File: config.mk
export PLATFORM = sky130hd
export DESIGN_NAME = sfa_route_ctrl
export DESIGN_NICKNAME = d
export VERILOG_FILES = /design/src/rtl/sfa_route_pkg.sv /design/src/rtl/sfa_route_wdog.sv /design/src/rtl/sfa_route_ctrl.sv
export SDC_FILE = /design/constraint.sdc
export NUM_CORES = 1
export LEC_CHECK = 0
export ABC_AREA = 1
export CAP_MARGIN = 20
export CORE_UTILIZATION = 50
export DETAILED_ROUTE_END_ITERATION = 10
export GPL_TIMING_DRIVEN = 0
export MAX_ROUTING_LAYER = met4
export PLACE_DENSITY = 0.79
export SYNTH_ARGS = -nofsm -noshare
export SYNTH_HDL_FRONTEND = slang
export SYNTH_SLANG_ARGS = --single-unit
File: constraint.sdc
create_clock -name ACLK -period 1.74 [get_ports ACLK]
set_input_delay 0.348 -clock ACLK [delete_from_list [all_inputs] [get_ports ACLK]]
set_output_delay 0.348 -clock ACLK [all_outputs]
set_load 0.05 [all_outputs]
File: src/rtl/sfa_route_pkg.sv
// Shared constants and types for the SFA route controller: switch directions,
// FSM state encoding and command field layout.
package sfa_route_pkg;

  localparam logic [1:0] DIR_N = 2'b00;
  localparam logic [1:0] DIR_E = 2'b01;
  localparam logic [1:0] DIR_S = 2'b10;
  localparam logic [1:0] DIR_W = 2'b11;

  typedef enum logic {
    IDLE   = 1'b0,
    STREAM = 1'b1
  } route_state_e;

  // cmd_tdata layout: direction in the low bits, beat count above it
  localparam int CMD_DIR_LSB = 0;
  localparam int CMD_DIR_W   = 2;
  localparam int CMD_CNT_LSB = 2;

endpackage

File: src/rtl/sfa_route_wdog.sv
// Stall counter for the route controller watchdog; expire holds once the
// counter has seen TMO_CYC consecutive stall cycles.
module sfa_route_wdog #(
  parameter int TMO_CYC = 1024
) (
  input  logic clk,
  input  logic rst,
  input  logic clr,
  input  logic inc,
  output logic expire
);

  localparam int CW = $clog2(TMO_CYC + 1);

  logic [CW-1:0] cnt;

  always_ff @(posedge clk) begin
    if (rst || clr) begin
      cnt <= '0;
    end else if (inc && (cnt != CW'(TMO_CYC))) begin
      cnt <= cnt + CW'(1);
    end
  end

  assign expire = (cnt == CW'(TMO_CYC));

endmodule

File: src/rtl/sfa_route_ctrl.sv
// Route controller for the SFA 4-way output switch: accepts route commands,
// drives CONF and gates the upstream handshake. Optional watchdog: SFA_ROUTE_CTRL_WDOG_EN.
module sfa_route_ctrl
  import sfa_route_pkg::*;
#(
  parameter int CNT_W   = 16,
  parameter int TMO_CYC = 1024
) (
  input  logic             ACLK,
  input  logic             ARESET,
  input  logic             cmd_tvalid,
  output logic             cmd_tready,
  input  logic [CNT_W+1:0] cmd_tdata,
  input  logic             up_tvalid,
  output logic             up_tready,
  output logic             sw_tvalid,
  input  logic             sw_tready,
  output logic [1:0]       CONF,
  output logic             busy,
  output logic             done,
  output logic             err
);

  route_state_e     state;
  logic [CNT_W-1:0] remain;
  logic [1:0]       conf_r;
  logic             done_r;
  logic             err_r;

  logic [1:0]       cmd_dir;
  logic [CNT_W-1:0] cmd_cnt;
  logic             stream;
  logic             cmd_hs;
  logic             beat;
  logic             wd_expire;

  assign cmd_dir = cmd_tdata[CMD_DIR_LSB +: CMD_DIR_W];
  assign cmd_cnt = cmd_tdata[CMD_CNT_LSB +: CNT_W];
  assign stream  = (state == STREAM);

  // Handshake gating: reset blocks every transfer in the cycle it is applied
  assign cmd_tready = ~stream & ~ARESET;
  assign sw_tvalid  = stream & ~ARESET & up_tvalid;
  assign up_tready  = stream & ~ARESET & sw_tready;

  assign cmd_hs = cmd_tvalid & cmd_tready;
  assign beat   = sw_tvalid & sw_tready;

`ifdef SFA_ROUTE_CTRL_WDOG_EN
  sfa_route_wdog #(
    .TMO_CYC (TMO_CYC)
  ) u_wdog (
    .clk    (ACLK),
    .rst    (ARESET),
    .clr    (~stream | beat),
    .inc    (stream & ~beat),
    .expire (wd_expire)
  );
`else
  logic unused_tmo;
  assign unused_tmo = ^TMO_CYC;
  assign wd_expire  = 1'b0;
`endif

  always_ff @(posedge ACLK) begin
    if (ARESET) begin
      state  <= IDLE;
      conf_r <= DIR_N;
      remain <= '0;
      done_r <= 1'b0;
      err_r  <= 1'b0;
    end else begin
      done_r <= 1'b0;
      err_r  <= 1'b0;
      if (state == IDLE) begin
        if (cmd_hs) begin
          conf_r <= cmd_dir;
          if (cmd_cnt == '0) begin
            done_r <= 1'b1;
          end else begin
            remain <= cmd_cnt;
            state  <= STREAM;
          end
        end
      end else begin
        // A beat wins over a simultaneous watchdog expiry so no data is dropped
        if (beat) begin
          remain <= remain - CNT_W'(1);
          if (remain == CNT_W'(1)) begin
            state  <= IDLE;
            done_r <= 1'b1;
          end
        end else if (wd_expire) begin
          state  <= IDLE;
          remain <= '0;
          err_r  <= 1'b1;
        end
      end
    end
  end

  assign CONF = conf_r;
  assign busy = stream;
  assign done = done_r;
  assign err  = err_r;

endmodule

== Word-level counts from Yosys, hierarchy flattened ==
Index checks and enable logic that the tools add are counted.

* RAM bits: 0
* Bits in latches: 0
* Memory bits (read-only): 0
* Input bits: 23
* Memories kept: 0
* Word-level logic and storage cells: 34
* Bits in registers: 20

* $mul: 0
* Equal/unequal tests: 3
* Reduce and logical (&&, ||, !) cells: 4
* $add $sub $neg: 1
* Divide/modulo/power cells: 0
* Shifts and indexed selects: 0
* Order comparisons: 0
* Bitwise gates (word level): 8
* Multiplexer cells: 14

{| class="wikitable"
|+ Operators by type and width
! cell !! count
|-
| $mux W16 || 4
|-
| $eq A16 B1 Y1 const B || 1
|-
| $logic_not A16 Y1 || 1
|-
| $sub A16 B1 Y16 const B || 1
|-
| $mux W1 || 10
|-
| $and A1 B1 Y1 || 6
|-
| $reduce_and A3 Y1 || 1
|-
| $ne A2 B1 Y1 const B || 1
|-
| $ne A2 B2 Y1 const B || 1
|-
| $not A1 Y1 || 2
|-
| $reduce_and A2 Y1 || 1
|-
| $reduce_bool A2 Y1 || 1
|}

== Logic depth before layout (Yosys ltp) ==
* Word-level depth: 6
* Mapped depth: 10

== Worst setup path before layout ==
No wires, ideal clock.

* Kind: register to register
* From: register state (netlist: busy)
* To: register remain[5]
* Data required time: 1.624 ns
* Period minus slack after synthesis: 1.986 ns
* Stages on the path, launching flop included: 10
* Slack: -0.246 ns
* Arrival: 1.870 ns
* Cell sequence: dfxtp_1 -> nor2_2 -> nand2_1 -> inv_2 -> nand2_1 -> nand2_1 -> inv_1 -> buf_2 -> nor2_1 -> nor2_1

* Cells in the longest elaborated chain, start to end: 5

{| class="wikitable"
|+ RTL lines
! element !! RTL line !! source
|-
| start: declaration || sfa_route_ctrl.sv:24 || <nowiki>route_state_e state;</nowiki>
|-
| start signal: assignment || sfa_route_ctrl.sv:67 || <nowiki>state <= IDLE;</nowiki>
|-
| start signal: assignment || sfa_route_ctrl.sv:82 || <nowiki>state <= STREAM;</nowiki>
|-
| start signal: assignment || sfa_route_ctrl.sv:90 || <nowiki>state <= IDLE;</nowiki>
|-
| $not A1 Y1 || n/a ||
|-
| $and A1 B1 Y1 || sfa_route_ctrl.sv:42 || <nowiki>assign cmd_tready = ~stream & ~ARESET;</nowiki>
|-
| net cmd_tready || sfa_route_ctrl.sv:12 || <nowiki>output logic cmd_tready,</nowiki>
|-
| $and A1 B1 Y1 || sfa_route_ctrl.sv:46 || <nowiki>assign cmd_hs = cmd_tvalid & cmd_tready;</nowiki>
|-
| $reduce_bool A2 Y1 (no source line) || n/a ||
|-
| $reduce_and A3 Y1 (no source line) || n/a ||
|-
| end signal: assignment || sfa_route_ctrl.sv:81 || <nowiki>remain <= cmd_cnt;</nowiki>
|-
| end signal: assignment || sfa_route_ctrl.sv:88 || <nowiki>remain <= remain - CNT_W'(1);</nowiki>
|-
| end: declaration || sfa_route_ctrl.sv:25 || <nowiki>logic [CNT_W-1:0] remain;</nowiki>
|}

The timed path passes the listed nets, and every way through them passes these cells.
A chain may end at the register's enable or synchronous reset.

== Final worst setup path ==
* From: register state (netlist: busy)
* To: output port cmd_tready

* Cells in the longest elaborated chain, start to end: 2

{| class="wikitable"
|+ RTL lines
! element !! RTL line
|-
| $not A1 Y1 || n/a
|-
| $and A1 B1 Y1 || sfa_route_ctrl.sv:42
|-
| end: declaration || sfa_route_ctrl.sv:12
|}

No other way between the ends.

==> flow_summary.toml <==
[sta]
rsz0062_at_grt = "yes"
period_share_pct = 96.8
skew_ps = 12.9
layout_min_cycle_time_ps = 1680
final.setup.tns_ps = 0
fmax_mhz = 594
final_hold_viol_count = 0
setup_viol = 0
holdWs_ps = 243
relSlewSlack_pct = 63.7
drv_slew = 0
worst_slew_pin_slew_ps = 544

[place]
dpl.cell_count = 302
gp_congestion = 0.897
port_buffers = 28
dp_hpwl_um = 2710

[worst_setup_path]
cp.depth = 2
path_cells = "nor2_4 > clkdlybuf4s15_1"
cp_data_arrival_time_ps = 1340
reg2reg_depth = 9
path_delay_family = "buffers and inverters"
max_stage_delay_ps = 500
critPathKind = "reg2out"
critical_path.endpoint = "cmd_tready"
crit_fanout = 8
crit_buf_inv = 1
r2r_end = "remain[8]"
regToRegStartpoint = "remain[0]"
cp_slowest_cell = "clkdlybuf4s15_1"
endpoint_kind = "output port"
crit_start = "busy"
rrSetupSlack_ps = 210
start_kind = "flop"
critPathRequiredTime_ps = 1390

[die]
start_util_pct = 55.0
die_y_um = 55.4
dieArea_um2 = 3070
ios = 31
design.core.area_um2 = 2590
die_w_um = 55.4
rows = 18

[status]
status = "finished, final reports clean"

[routing]
wl_per_cell_um = 12.1
via_per_inst = 5.25
wl_um = 3720
via_count = 1606
drc = 0
first_pass_iters = 4
ant_nets = 0
drtIter0Drc = 72

[cts]
numCtsBuffers = 3
clock_latency_ps = 320
cts_root_buffer = "clkbuf_4"
postCtsSetupRepairBufs = 0
cts.clk_slew.worst_paths_ps = 130
cts_max_level = 1
cts_tree = "done"
clock_path_buffers = 2
clock_sinks = 20

[power_and_ir_drop]
p_per_area_nw_per_um2 = 765
vdd_drop_max_uv = 599
p_leak_uw = 0.000835
power.total_uw = 1370

[synthesis]
synth_compound_area_share_pct = 10.0
async_flop_share_pct = 0
synthXorXnorAreaFrac_pct = 0.615
ys_seq_area_share_pct = 28.1
synth-main-ff-cell = "dfxtp_1"
synthSimpleGateAreaFrac_pct = 48.1
synthAdderAreaFrac_pct = 1.76
synth_mux_area_share_pct = 0
syn_inst = 244
ys_ff_latch = 20
avgSynthCellArea_um2 = 5.84
synth_top_family_by_area = "simple AND/OR/NAND/NOR gates"
ys_types = 24
syn-cell-area_um2 = 1420
syn-num-nets = 269
synth_edf_count = 0
yosys_warnings = 0

[layout]
final_layout_size_suffix_gt1_share_pct = 13.0
diodes = 0
stdcell_count = 306
n_fill_cell = 248
area_growth_pct = 25.9
final_nets = 302

[grt]
grt_max_degree = 12
grt_pass1_vias = 1467
grt_antenna_before_repair = 0
gr-usage-all-layers_pct = 26.1
grt_overflow = 0
grt_pass1_wl_um = 6240

[run]
cap_violations = 0

[min_path]
hold_class = "in2reg"
==> logic make-up after synthesis <==
group / after synthesis
other: 1
flip-flops: 20
buffers and inverters: 34
AND/OR/NAND/NOR: 161
adder cells (fa/ha/maj): 2
XOR/XNOR: 1
AO/OA/AOI/OAI: 25
==> metrics by stage <==
step           util [%]  worst slack [ps]  area, um^2
2_1_floorplan         -              83.7        1440
3_3_place_gp       67.7              -368        1750
3_5_place_dp       67.7              -373        1750
4_1_cts            68.1              23.6        1760
5_1_grt            69.2             -23.1        1790
6_report           69.2              56.1        1790
==> repair_timing <==
item | in CTS | in global routing
setup endpoints to repair | 7 | 16
pin swaps | 0 | 2
hold buffers | 0 | 0
hold endpoints to repair | 0 | 0
gates resized for setup | 15 | 17
==> Yosys cell counts (3+ instances only) <==
cell	instances	area share, %
inv_1	22	5.8
nor2_1	50	13
inv_2	3	0.79
clkbuf_1	4	1.1
a21oi_2	4	2.5
nand3_2	3	2.1
or2_2	4	1.8
nand3_1	25	8.8
o21ai_0	19	6.7
dfxtp_1	20	28
nand2_1	72	19
==> routing by layer <==
layer	global-route usage, %	wire, um	share of wire [%]	up-vias
met5	-	0	0	-
met3	2.11	189	5.1	7
li1	-	-	-	827
met2	43.4	1720	46	50
met1	33.0	1750	47	722
met4	9.64	56	1.5	0
==> sequential cells by signal, indices dropped and copies added, names as in the netlist <==
register and count:
remain 16, CONF 2, busy 1, done 1
==> worst register-to-register path: cells and delay by family (launching register included) <==
kind,cells,cell delay [ps]
simple gates,6,540
flops,1,390
fa+ha+maj,1,230
compound gates,1,170
buf+inv,1,120
==> power breakdown <==
part	switching [uW]	internal (uW)	total, uW
logic	357	221	578
registers	48.0	498	546
clock network	158	89.7	248
total	563	808	1370
==> area by class of cell <==
cell class / instances / area [um^2] / share of cell area, %
Multi-Input combinational cell: 190 / 892 / 49.8
Inverter: 25 / 93.8 / 5.23
Timing Repair Buffer: 28 / 268 / 14.9
Buffer: 9 / 71.3 / 3.98
Tap cell: 30 / 37.5 / 2.09
Clock buffer: 4 / 26.3 / 1.47
Sequential cell: 20 / 404 / 22.5
==> worst min-delay path by stage <==
stage / startpoint / end / slack [ps] / cells after the start
2_1_floorplan: remain[15] / remain[15] / 460 / 2
3_3_place_gp: CONF[0] / CONF[0] / 460 / 2
3_5_place_dp: CONF[1] / CONF[1] / 460 / 2
4_1_cts: ARESET / remain[9] / 240 / 2
5_1_grt: ARESET / remain[9] / 240 / 2
6_report: ARESET / remain[9] / 240 / 2
==> cell usage in the layout, fill, tap and decap left out <==
| cell type | count |
|---|---|
| clkdlybuf4s50_1 | 21 |
| nor2_2 | 4 |
| dlygate4sd2_1 | 4 |
| conb_1 | 1 |
| clkbuf_1 | 5 |
| buf_4 | 1 |
| o21ai_1 | 4 |
| buf_6 | 3 |
| inv_1 | 21 |
| buf_2 | 1 |
| ha_2 | 1 |
| nor3_1 | 2 |
| nor2_4 | 3 |
| nand3_1 | 25 |
| buf_8 | 1 |
| xor2_1 | 1 |
| clkbuf_4 | 4 |
| o21ai_0 | 15 |
| nand4_1 | 2 |
| dfxtp_4 | 1 |
| o21bai_1 | 1 |
| ha_1 | 1 |
| inv_2 | 4 |
| clkdlybuf4s15_1 | 1 |
| or2_2 | 4 |
| nand2_1 | 70 |
| a21oi_2 | 4 |
| nor2_1 | 46 |
| nand3_2 | 3 |
| a21oi_1 | 1 |
| dfxtp_1 | 19 |
| nand2_2 | 2 |
No activity file was read; power rests on OpenSTA's default activity.
